==> src/rtl/regfile_sb_pkg.sv <==
// Shared constants, types and the address decode helper for the
// scoreboarded register file.
package regfile_sb_pkg;

    localparam int DATA_W = 20;
    localparam int ADDR_W = 5;
    localparam int NREG   = 32;
    localparam int CNT_W  = ADDR_W + 1;

    typedef logic [DATA_W-1:0] word_t;
    typedef logic [ADDR_W-1:0] idx_t;
    typedef logic [NREG-1:0]   onehot_t;
    typedef logic [CNT_W-1:0]  cnt_t;

    localparam idx_t    R0_IDX      = 5'd0;
    localparam word_t   WORD_ZERO   = 20'h00000;
    localparam onehot_t ONEHOT_NONE = 32'h0000_0000;
    localparam onehot_t ONEHOT_ALL  = 32'hFFFF_FFFF;
    localparam cnt_t    CNT_ZERO    = 6'd0;

    // 5-to-32 one-hot decode shared by the write enables and the scoreboard masks
    function automatic onehot_t decode(input idx_t a);
        onehot_t m;
        m    = ONEHOT_NONE;
        m[a] = 1'b1;
        return m;
    endfunction

endpackage

==> src/rtl/regfile_sb_if.sv <==
// Read, reserve and writeback bundle between issue/writeback logic (master)
// and the register file (slave).
interface regfile_sb_if;
    import regfile_sb_pkg::*;

    idx_t    rd_addr_a;
    word_t   rd_data_a;
    logic    rd_busy_a;
    idx_t    rd_addr_b;
    word_t   rd_data_b;
    logic    rd_busy_b;
    logic    rsv_valid;
    idx_t    rsv_addr;
    logic    rsv_ready;
    logic    wr_valid;
    idx_t    wr_addr;
    word_t   wr_data;
    onehot_t busy_vec;
    cnt_t    busy_cnt;
    logic    wr_err;

    modport master (
        output rd_addr_a, rd_addr_b, rsv_valid, rsv_addr, wr_valid, wr_addr, wr_data,
        input  rd_data_a, rd_busy_a, rd_data_b, rd_busy_b, rsv_ready,
               busy_vec, busy_cnt, wr_err
    );

    modport slave (
        input  rd_addr_a, rd_addr_b, rsv_valid, rsv_addr, wr_valid, wr_addr, wr_data,
        output rd_data_a, rd_busy_a, rd_data_b, rd_busy_b, rsv_ready,
               busy_vec, busy_cnt, wr_err
    );

endinterface

==> src/rtl/regfile_sb_score.sv <==
// Busy scoreboard: per-register busy bits, their population count, the
// sticky stray-write flag, reserve acceptance and busy read-out.
module regfile_sb_score
    import regfile_sb_pkg::*;
#(
    parameter bit R0_ZERO = 1'b1
) (
    input  logic    clk,
    input  logic    rst,
    input  idx_t    rd_addr_a,
    input  idx_t    rd_addr_b,
    input  logic    rsv_valid,
    input  idx_t    rsv_addr,
    input  logic    wr_valid,
    input  idx_t    wr_addr,
    output logic    rsv_ready,
    output logic    rd_busy_a,
    output logic    rd_busy_b,
    output onehot_t busy_vec,
    output cnt_t    busy_cnt,
    output logic    wr_err
);

    onehot_t busy_r;
    cnt_t    cnt_r;
    logic    err_r;

    logic    rsv_r0_s;
    logic    wr_r0_s;
    logic    wr_hit_rsv_s;
    logic    set_s;
    logic    clr_s;
    logic    err_set_s;
    onehot_t set_mask_s;
    onehot_t clr_mask_s;

    // Reserve acceptance, set/clear masks and busy read-out with write bypass
    always_comb begin
        rsv_r0_s     = R0_ZERO && (rsv_addr == R0_IDX);
        wr_r0_s      = R0_ZERO && (wr_addr == R0_IDX);
        wr_hit_rsv_s = wr_valid && (wr_addr == rsv_addr);
        // A same-cycle writeback frees the register, so the reserve may take it over
        rsv_ready    = rsv_valid && (rsv_r0_s || !busy_r[rsv_addr] || wr_hit_rsv_s);
        set_s        = rsv_ready && !rsv_r0_s;
        clr_s        = wr_valid && busy_r[wr_addr];
        err_set_s    = wr_valid && !busy_r[wr_addr] && !wr_r0_s;
        set_mask_s   = set_s ? decode(rsv_addr) : ONEHOT_NONE;
        clr_mask_s   = wr_valid ? decode(wr_addr) : ONEHOT_NONE;
        rd_busy_a    = busy_r[rd_addr_a] && !(wr_valid && (wr_addr == rd_addr_a));
        rd_busy_b    = busy_r[rd_addr_b] && !(wr_valid && (wr_addr == rd_addr_b));
    end

    // Scoreboard state; clear is applied before set so a same-address pair nets busy
    always_ff @(posedge clk) begin
        if (rst) begin
            busy_r <= ONEHOT_NONE;
            cnt_r  <= CNT_ZERO;
            err_r  <= 1'b0;
        end else begin
            busy_r <= (busy_r & ~clr_mask_s) | set_mask_s;
            cnt_r  <= cnt_r + cnt_t'(set_s) - cnt_t'(clr_s);
            err_r  <= err_r | err_set_s;
        end
    end

    assign busy_vec = busy_r;
    assign busy_cnt = cnt_r;
    assign wr_err   = err_r;

endmodule

==> src/rtl/regfile_sb.sv <==
// 32 x 20-bit register file with decoded writes, 32:1 read selection,
// write-first bypass and a per-register busy scoreboard.
module regfile_sb
    import regfile_sb_pkg::*;
#(
    parameter bit R0_ZERO = 1'b1
) (
    input  logic         clk,
    input  logic         rst,
    regfile_sb_if.slave  bus
);

    word_t   regs_r [NREG];
    onehot_t wr_en_s;
    onehot_t r0_mask_s;
    word_t   rd_data_a_s;
    word_t   rd_data_b_s;

    // One-hot write enables with register 0 masked off when it is hardwired
    always_comb begin
        r0_mask_s = R0_ZERO ? ~decode(R0_IDX) : ONEHOT_ALL;
        wr_en_s   = (bus.wr_valid ? decode(bus.wr_addr) : ONEHOT_NONE) & r0_mask_s;
    end

    // Data array storage
    always_ff @(posedge clk) begin
        for (int i = 0; i < NREG; i++) begin
            if (rst) begin
                regs_r[i] <= WORD_ZERO;
            end else if (wr_en_s[i]) begin
                regs_r[i] <= bus.wr_data;
            end else begin
                regs_r[i] <= regs_r[i];
            end
        end
    end

    // Read selection: hardwired zero first, then same-cycle write, then storage
    always_comb begin
        if (R0_ZERO && (bus.rd_addr_a == R0_IDX)) begin
            rd_data_a_s = WORD_ZERO;
        end else if (bus.wr_valid && (bus.wr_addr == bus.rd_addr_a)) begin
            rd_data_a_s = bus.wr_data;
        end else begin
            rd_data_a_s = regs_r[bus.rd_addr_a];
        end

        if (R0_ZERO && (bus.rd_addr_b == R0_IDX)) begin
            rd_data_b_s = WORD_ZERO;
        end else if (bus.wr_valid && (bus.wr_addr == bus.rd_addr_b)) begin
            rd_data_b_s = bus.wr_data;
        end else begin
            rd_data_b_s = regs_r[bus.rd_addr_b];
        end
    end

    assign bus.rd_data_a = rd_data_a_s;
    assign bus.rd_data_b = rd_data_b_s;

    regfile_sb_score #(
        .R0_ZERO (R0_ZERO)
    ) u_score (
        .clk       (clk),
        .rst       (rst),
        .rd_addr_a (bus.rd_addr_a),
        .rd_addr_b (bus.rd_addr_b),
        .rsv_valid (bus.rsv_valid),
        .rsv_addr  (bus.rsv_addr),
        .wr_valid  (bus.wr_valid),
        .wr_addr   (bus.wr_addr),
        .rsv_ready (bus.rsv_ready),
        .rd_busy_a (bus.rd_busy_a),
        .rd_busy_b (bus.rd_busy_b),
        .busy_vec  (bus.busy_vec),
        .busy_cnt  (bus.busy_cnt),
        .wr_err    (bus.wr_err)
    );

endmodule

==> src/flat_wrapper.sv <==
// flat-port wrapper written by rule: the top's interface ports become plain ports
module regfile_sb_flat import regfile_sb_pkg::*;
#(
    parameter bit R0_ZERO = 1'b1
)
  (clk, rst, bus_rd_addr_a, bus_rd_addr_b, bus_rsv_valid, bus_rsv_addr, bus_wr_valid, bus_wr_addr, bus_wr_data, bus_rd_data_a, bus_rd_busy_a, bus_rd_data_b, bus_rd_busy_b, bus_rsv_ready, bus_busy_vec, bus_busy_cnt, bus_wr_err);
  regfile_sb_if bus_i ();
  input  logic clk;
  input  logic rst;
  input wire logic [$bits(bus_i.rd_addr_a)-1:0] bus_rd_addr_a;
  input wire logic [$bits(bus_i.rd_addr_b)-1:0] bus_rd_addr_b;
  input wire logic [$bits(bus_i.rsv_valid)-1:0] bus_rsv_valid;
  input wire logic [$bits(bus_i.rsv_addr)-1:0] bus_rsv_addr;
  input wire logic [$bits(bus_i.wr_valid)-1:0] bus_wr_valid;
  input wire logic [$bits(bus_i.wr_addr)-1:0] bus_wr_addr;
  input wire logic [$bits(bus_i.wr_data)-1:0] bus_wr_data;
  output wire logic [$bits(bus_i.rd_data_a)-1:0] bus_rd_data_a;
  output wire logic [$bits(bus_i.rd_busy_a)-1:0] bus_rd_busy_a;
  output wire logic [$bits(bus_i.rd_data_b)-1:0] bus_rd_data_b;
  output wire logic [$bits(bus_i.rd_busy_b)-1:0] bus_rd_busy_b;
  output wire logic [$bits(bus_i.rsv_ready)-1:0] bus_rsv_ready;
  output wire logic [$bits(bus_i.busy_vec)-1:0] bus_busy_vec;
  output wire logic [$bits(bus_i.busy_cnt)-1:0] bus_busy_cnt;
  output wire logic [$bits(bus_i.wr_err)-1:0] bus_wr_err;
  assign bus_i.rd_addr_a = bus_rd_addr_a;
  assign bus_i.rd_addr_b = bus_rd_addr_b;
  assign bus_i.rsv_valid = bus_rsv_valid;
  assign bus_i.rsv_addr = bus_rsv_addr;
  assign bus_i.wr_valid = bus_wr_valid;
  assign bus_i.wr_addr = bus_wr_addr;
  assign bus_i.wr_data = bus_wr_data;
  assign bus_rd_data_a = bus_i.rd_data_a;
  assign bus_rd_busy_a = bus_i.rd_busy_a;
  assign bus_rd_data_b = bus_i.rd_data_b;
  assign bus_rd_busy_b = bus_i.rd_busy_b;
  assign bus_rsv_ready = bus_i.rsv_ready;
  assign bus_busy_vec = bus_i.busy_vec;
  assign bus_busy_cnt = bus_i.busy_cnt;
  assign bus_wr_err = bus_i.wr_err;
  regfile_sb #(.R0_ZERO(R0_ZERO)) u_core (.clk(clk), .rst(rst), .bus(bus_i));
endmodule
==> config.mk <==
export PLATFORM = sky130hd
export DESIGN_NAME = regfile_sb_flat
export DESIGN_NICKNAME = d
export VERILOG_FILES = /design/src/rtl/regfile_sb_pkg.sv /design/src/rtl/regfile_sb_if.sv /design/src/rtl/regfile_sb_score.sv /design/src/rtl/regfile_sb.sv /design/src/flat_wrapper.sv
export SDC_FILE = /design/constraint.sdc
export NUM_CORES = 1
export LEC_CHECK = 0
export BUFFER_PORTS_ARGS = -buffer_cell sky130_fd_sc_hd__buf_2
export CORE_AREA = 2 2 292 294
export CTS_CLUSTER_DIAMETER = 200
export DETAILED_ROUTE_END_ITERATION = 12
export DIE_AREA = 0 0 294 296
export PLACE_DENSITY = 0.71
export SYNTH_ARGS = -nofsm -noshare
export SYNTH_HDL_FRONTEND = slang
export SYNTH_SLANG_ARGS = --single-unit
==> constraint.sdc <==
create_clock -name clk -period 5.7 [get_ports clk]
set_clock_uncertainty 0.2 [all_clocks]
set_input_delay 0.57 -clock clk [delete_from_list [all_inputs] [get_ports clk]]
set_output_delay 0.57 -clock clk [all_outputs]
set_load 0.1 [all_outputs]
# Word level (Yosys, flattened, before mapping)
# Memory sizes are Yosys's and may differ from the RTL's.
# Index checks and enable logic that the tools add are counted.
# Widths: inputs -> output; s select.
# classes
n_addsub	2
magnitude_cmp	6
n_eq_ne	35
muxes	270
n_bitwise	67
reduce_logical	56
# ops
cell	n
$mux 20	67
$mux 1	195
$mux 32	2
$or 1x1->1	64
$reduce_and 2->1	32
$and 32x32->32	1
$ne 0x0->1	32
$not 32->32	1
$or 32x32->32	1
$lt 5x6->1 const B	4
$bmux 1 s5	4
$logic_not 5->1	4
$eq 5x5->1	3
$logic_and 1x1->1	12
$demux 1 s5	2
$ge 5x1->1 const B	2
$add 6x1->6	1
$logic_not 1->1	6
$sub 6x1->6	1
$logic_or 1x1->1	2
# totals
ff_bits	39
ramBits	640
inputBits	44
output_inout_bits	82
word_cells	440
n_memories	1
# mem_list
memory	words	word_bits	rd	rd_ports_with_merged_regs	wr	line	text
u_core.regs_r	32	20	2	0	32	regfile_sb.sv:13	word_t regs_r [NREG];

# Logic depth before layout (Yosys ltp)
# depth
word_depth	10
depth_mapped	17
mapped_depth_nobuf	16

# Modules after synthesis
# A second synthesis with hierarchy kept.
# hier_totals
cells_unflattened	2665
area_unflattened_um2	37164.4
# by_module_without_submodules
module	instances	cells_each	area_per_inst_um2	seq_area_each_um2
regfile_sb	1	2315	33950.1	18617.9
regfile_sb_score	1	350	3214.3	780.7

# Worst setup path before layout
# OpenSTA, ideal clock, no wires.
# synth_timing
path_kind	input to output
from	input bus_rd_addr_b[2]
to	output bus_rd_data_b[0]
arrival_time_ps	5039
required_ps	4930
setup_slack_ps	-109
cell_stages	7
path_buffers	3
path_cell_list	clkbuf_1 -> buf_4 -> buf_4 -> mux4_2 -> nor2_1 -> a21oi_1 -> o311ai_0
# synth_between
elab_chain_cells	4
word_cells_on_any_way	6
classes_between	1 x eq/ne; 2 x mux; 2 x reduce/logical; 1 x memory
# synth_lines
element	line	text
from (decl)	flat_wrapper.sv:11	input wire logic [$bits(bus_i.rd_addr_b)-1:0] bus_rd_addr_b;
branches (longest 3 deep; another with $mem_v2 32x20)	-	
$mux 20 (*)	regfile_sb.sv:48	if (R0_ZERO && (bus.rd_addr_b == R0_IDX)) begin
to (decl)	flat_wrapper.sv:19	output wire logic [$bits(bus_i.rd_data_b)-1:0] bus_rd_data_b;
# Mark *: on every way between the ends.

# Worst setup path in the final report
# layout_timing
from	input bus_rd_addr_a[1]
to	output bus_rd_data_a[9]
# layout_between
elab_chain_cells	4
word_cells_on_any_way	6
classes_between	1 x eq/ne; 2 x mux; 2 x reduce/logical; 1 x memory
# layout_lines
element	line	text
from (decl)	flat_wrapper.sv:10	input wire logic [$bits(bus_i.rd_addr_a)-1:0] bus_rd_addr_a;
branches (longest 3 deep; another with $mem_v2 32x20)	-	
$mux 20 (*)	regfile_sb.sv:40	if (R0_ZERO && (bus.rd_addr_a == R0_IDX)) begin
to (decl)	flat_wrapper.sv:17	output wire logic [$bits(bus_i.rd_data_a)-1:0] bus_rd_data_a;
# Marks and branches as above.

==> impl_metrics.csv <==
group,metric,value,unit
timing,max_freq,229,MHz
die,fp-row-count,107,
timing,hold_violations,0,
clock_tree,cts_num_sinks,659,
power_and_ir_drop,p_per_area,295,nW/um^2
synth,async_reset_ff_frac,0,
clock_tree,holdBufCountCts,0,
die,die_area,87000,um^2
global_route,grt_first_pass_wirelength,175000,um
layout,final_cells,4255,
layout,multi_input_area,16600,um^2
synth,synth_cell_types,57,
setup_path,cp-end-kind,"primary output",
clock_tree,clk_latency,610,ps
synth,synth_top_cell_by_area,"edfxtp_1",
route,drt_wl_total,121000,um
clock_tree,cts_resized,0,
placed_design,dp_hpwl,75900,um
synth,synth.top_cell.area_share,0.496,
global_route,antenna_found_initial,4,
layout,syn_to_final_growth,9.51,%
clock_tree,root_buffer,"clkbuf_16",
layout,regArea,19400,um^2
timing,setup_viol,0,
global_route,grtUsageTotal,0.273,
synth,yosys-top-cells-area,"edfxtp_1, mux2i_1, and2_1, mux4_2, a22oi_1",
layout,fillerInstances,7267,
layout,layout.nets,3163,
route,drtIter0Drc,3544,
placed_design,place_congestion,0.885,
setup_path,crit_required,4930,ps
synth,syn_avg_cell_area,11.9,um^2
global_route,grt_max_degree,76,
timing,finalMaxSlewViolations,0,
timing,setup_tns,0,ps
route,drc,0,
clock_tree,cts.path.max_buffers,3,
die,die_width,294,um
timing,worst_pin_slew,1250,ps
setup_path,cp.arrival,3600,ps
synth,syn_area,37500,um^2
clock_tree,numCtsBuffers,69,
power_and_ir_drop,ir_drop,0.000363,V
flow_run,max_cap_violations,0,
synth,synth-edff-count,620,
clock_tree,path_clk_slew,60,ps
die,core,84200,um^2
clock_tree,h-tree-depth,3,
timing,rsz0062_at_grt,"false",
placed_design,place_area,39000,um^2
timing,finalCriticalPeriod,4370,ps
synth,syn_inst,3154,
outcome,status,"finished, final reports clean",
layout,fin_util,0.488,
route,via_per_inst,6.37,
layout,final_cell_area,41100,um^2
timing,max_slew_margin,0.164,
synth,synth-seq-cells,659,
synth,yosysSeqAreaShare,0.517,
placed_design,place.port_buffers,125,
power_and_ir_drop,leakagePower,15.6,nW
placed_design,placed_cells,4131,
hold_path,hold_class,"in -> reg",
timing,final.period_utilization,0.766,
placed_design,place_ws,1370,ps
die,pin_count,126,
global_route,overflow,0,
route,vias,27100,
route,drt_pass1_iterations,8,
timing,fin_ws,1330,ps
route,ant_nets,0,
synth,yosys_warnings,0,
setup_path,timing_worst_setup_path_type,"in -> out",
synth,yosys_most_used_dff,"edfxtp_1",
die,dieHeight,296,um
die,start_util,0.446,
setup_path,critPathMaxFanout,75,
setup_path,cp-start-kind,"primary input",
layout,drive_above_1_share,0.138,
clock_tree,cts_setup_buffers,0,
synth,synth_fp_nets,3205,
clock_tree,cts_tree,"yes",
route,wl_per_cell,28.4,um
global_route,grt_pass1_vias,26000,
[final timing paths]
path         cells after the start                        start  slack [ps]                          to
min reg2reg                      2        u_core.u_score.wr_err         300       u_core.u_score.wr_err
max                              9             bus_rd_addr_a[1]        1330            bus_rd_data_a[9]
max reg2reg                     16  u_core.u_score.busy_vec[12]        2080  u_core.u_score.busy_cnt[4]
min                              3                 bus_wr_valid         190       u_core.u_score.wr_err
[placed cells by master (no fill, tap or decap), drive strengths merged, types with 5 or more instances in the layout]
master / count
and2: 625
edfxtp: 620
mux2i: 527
a22oi: 230
buf: 214
nand3: 153
nor2: 110
clkbuf: 94
mux4: 77
a21oi: 76
o22ai: 59
inv: 45
o21ai: 40
dfxtp: 39
a211oi: 34
a21o: 33
nand2: 26
nor3: 23
clkinv: 20
xor2: 15
nor2b: 12
nor3b: 8
nand2b: 8
nand3b: 6
ha: 6
or3b: 6
and3: 5
xnor2: 5
or3: 5
nor4: 5
[sequential cells by signal, indices dropped and copies added (netlist names)]
name,count
u_core.u_score.wr_err,1
u_core.u_score.busy_cnt,6
u_core.u_score.busy_vec,32
u_core.regs_r,620
[metal layers]
layer / track usage / up-vias / wire [um]
met2: 0.440 / 1804 / 56100
li1: - / 11600 / -
met4: 0.0987 / 2 / 4040
met1: 0.368 / 13400 / 46400
met3: 0.0537 / 262 / 14100
met5: 0 / - / 13
[synthesized netlist by cell type (3+ instances only)]
library cell / number
a21oi_1: 74
o21ai_0: 38
or3b_1: 4
buf_6: 8
clkbuf_1: 196
o22ai_1: 49
nor2b_1: 12
buf_4: 20
buf_1: 15
edfxtp_1: 620
ha_1: 6
mux2i_1: 527
nor3_1: 23
buf_2: 88
xnor2_1: 5
mux2_2: 4
or2_2: 3
o2bb2ai_1: 4
nand2_1: 26
nand3b_1: 6
nand4_1: 4
nor2_1: 110
nand2b_1: 7
a21o_1: 33
mux4_2: 77
and3_1: 5
and2_1: 625
o22ai_2: 10
nand3_1: 153
dfxtp_1: 39
nor3b_1: 7
inv_1: 40
or3_1: 5
a211oi_1: 34
a22oi_1: 230
xor2_1: 15
and3b_1: 4
nor4_1: 5
[stage by stage]
stage,hold slack [ps],power [W]
global route,189,0.0124
detailed placement,282,0.00781
floorplan,568,0.00720
CTS,161,0.0121
global placement,288,0.00778
finish,187,0.0121
[area by class of cell]
| type | instances | area share |
|---|---|---|
| sequential | 659 | 0.472 |
| tap | 1090 | 0.0332 |
| clock inverter | 28 | 0.00524 |
| clock buffer | 94 | 0.0456 |
| inverter | 40 | 0.00365 |
| antenna | 2 | 0.000122 |
| multi-input combinational | 2128 | 0.404 |
| timing repair buffer | 214 | 0.0357 |
[where the power goes]
group | internal, W | switching, W | total, W
clock | 0.00244 | 0.00191 | 0.00435
sequential | 0.00556 | 0.000148 | 0.00571
combinational | 0.000568 | 0.00148 | 0.00205
total | 0.00857 | 0.00354 | 0.0121
[worst max-delay path, cell delays in order]
cell and delay, ps:
buf_8 530, buf_4 520, mux2i_1 150, a22oi_1 230
nand3_1 170, nand3_1 290, nor2_1 90, nor3_1 350
buf_2 510
[logic make-up (layout without fill, tap and decap cells)]
logic type / Yosys count / count (layout) / share of synthesized area
other: 0 / 2 / 0
AOI/OAI and AO/OA: 488 / 488 / 0.0904
adders and majority gates: 7 / 7 / 0.00253
DFF: 659 / 659 / 0.517
xor gates and xnor gates: 20 / 20 / 0.00467
buffers and inverters: 367 / 376 / 0.0432
and+or+nand+nor: 1005 / 1005 / 0.154
muxes: 608 / 608 / 0.188
No activity file was read; power rests on OpenSTA's default activity.
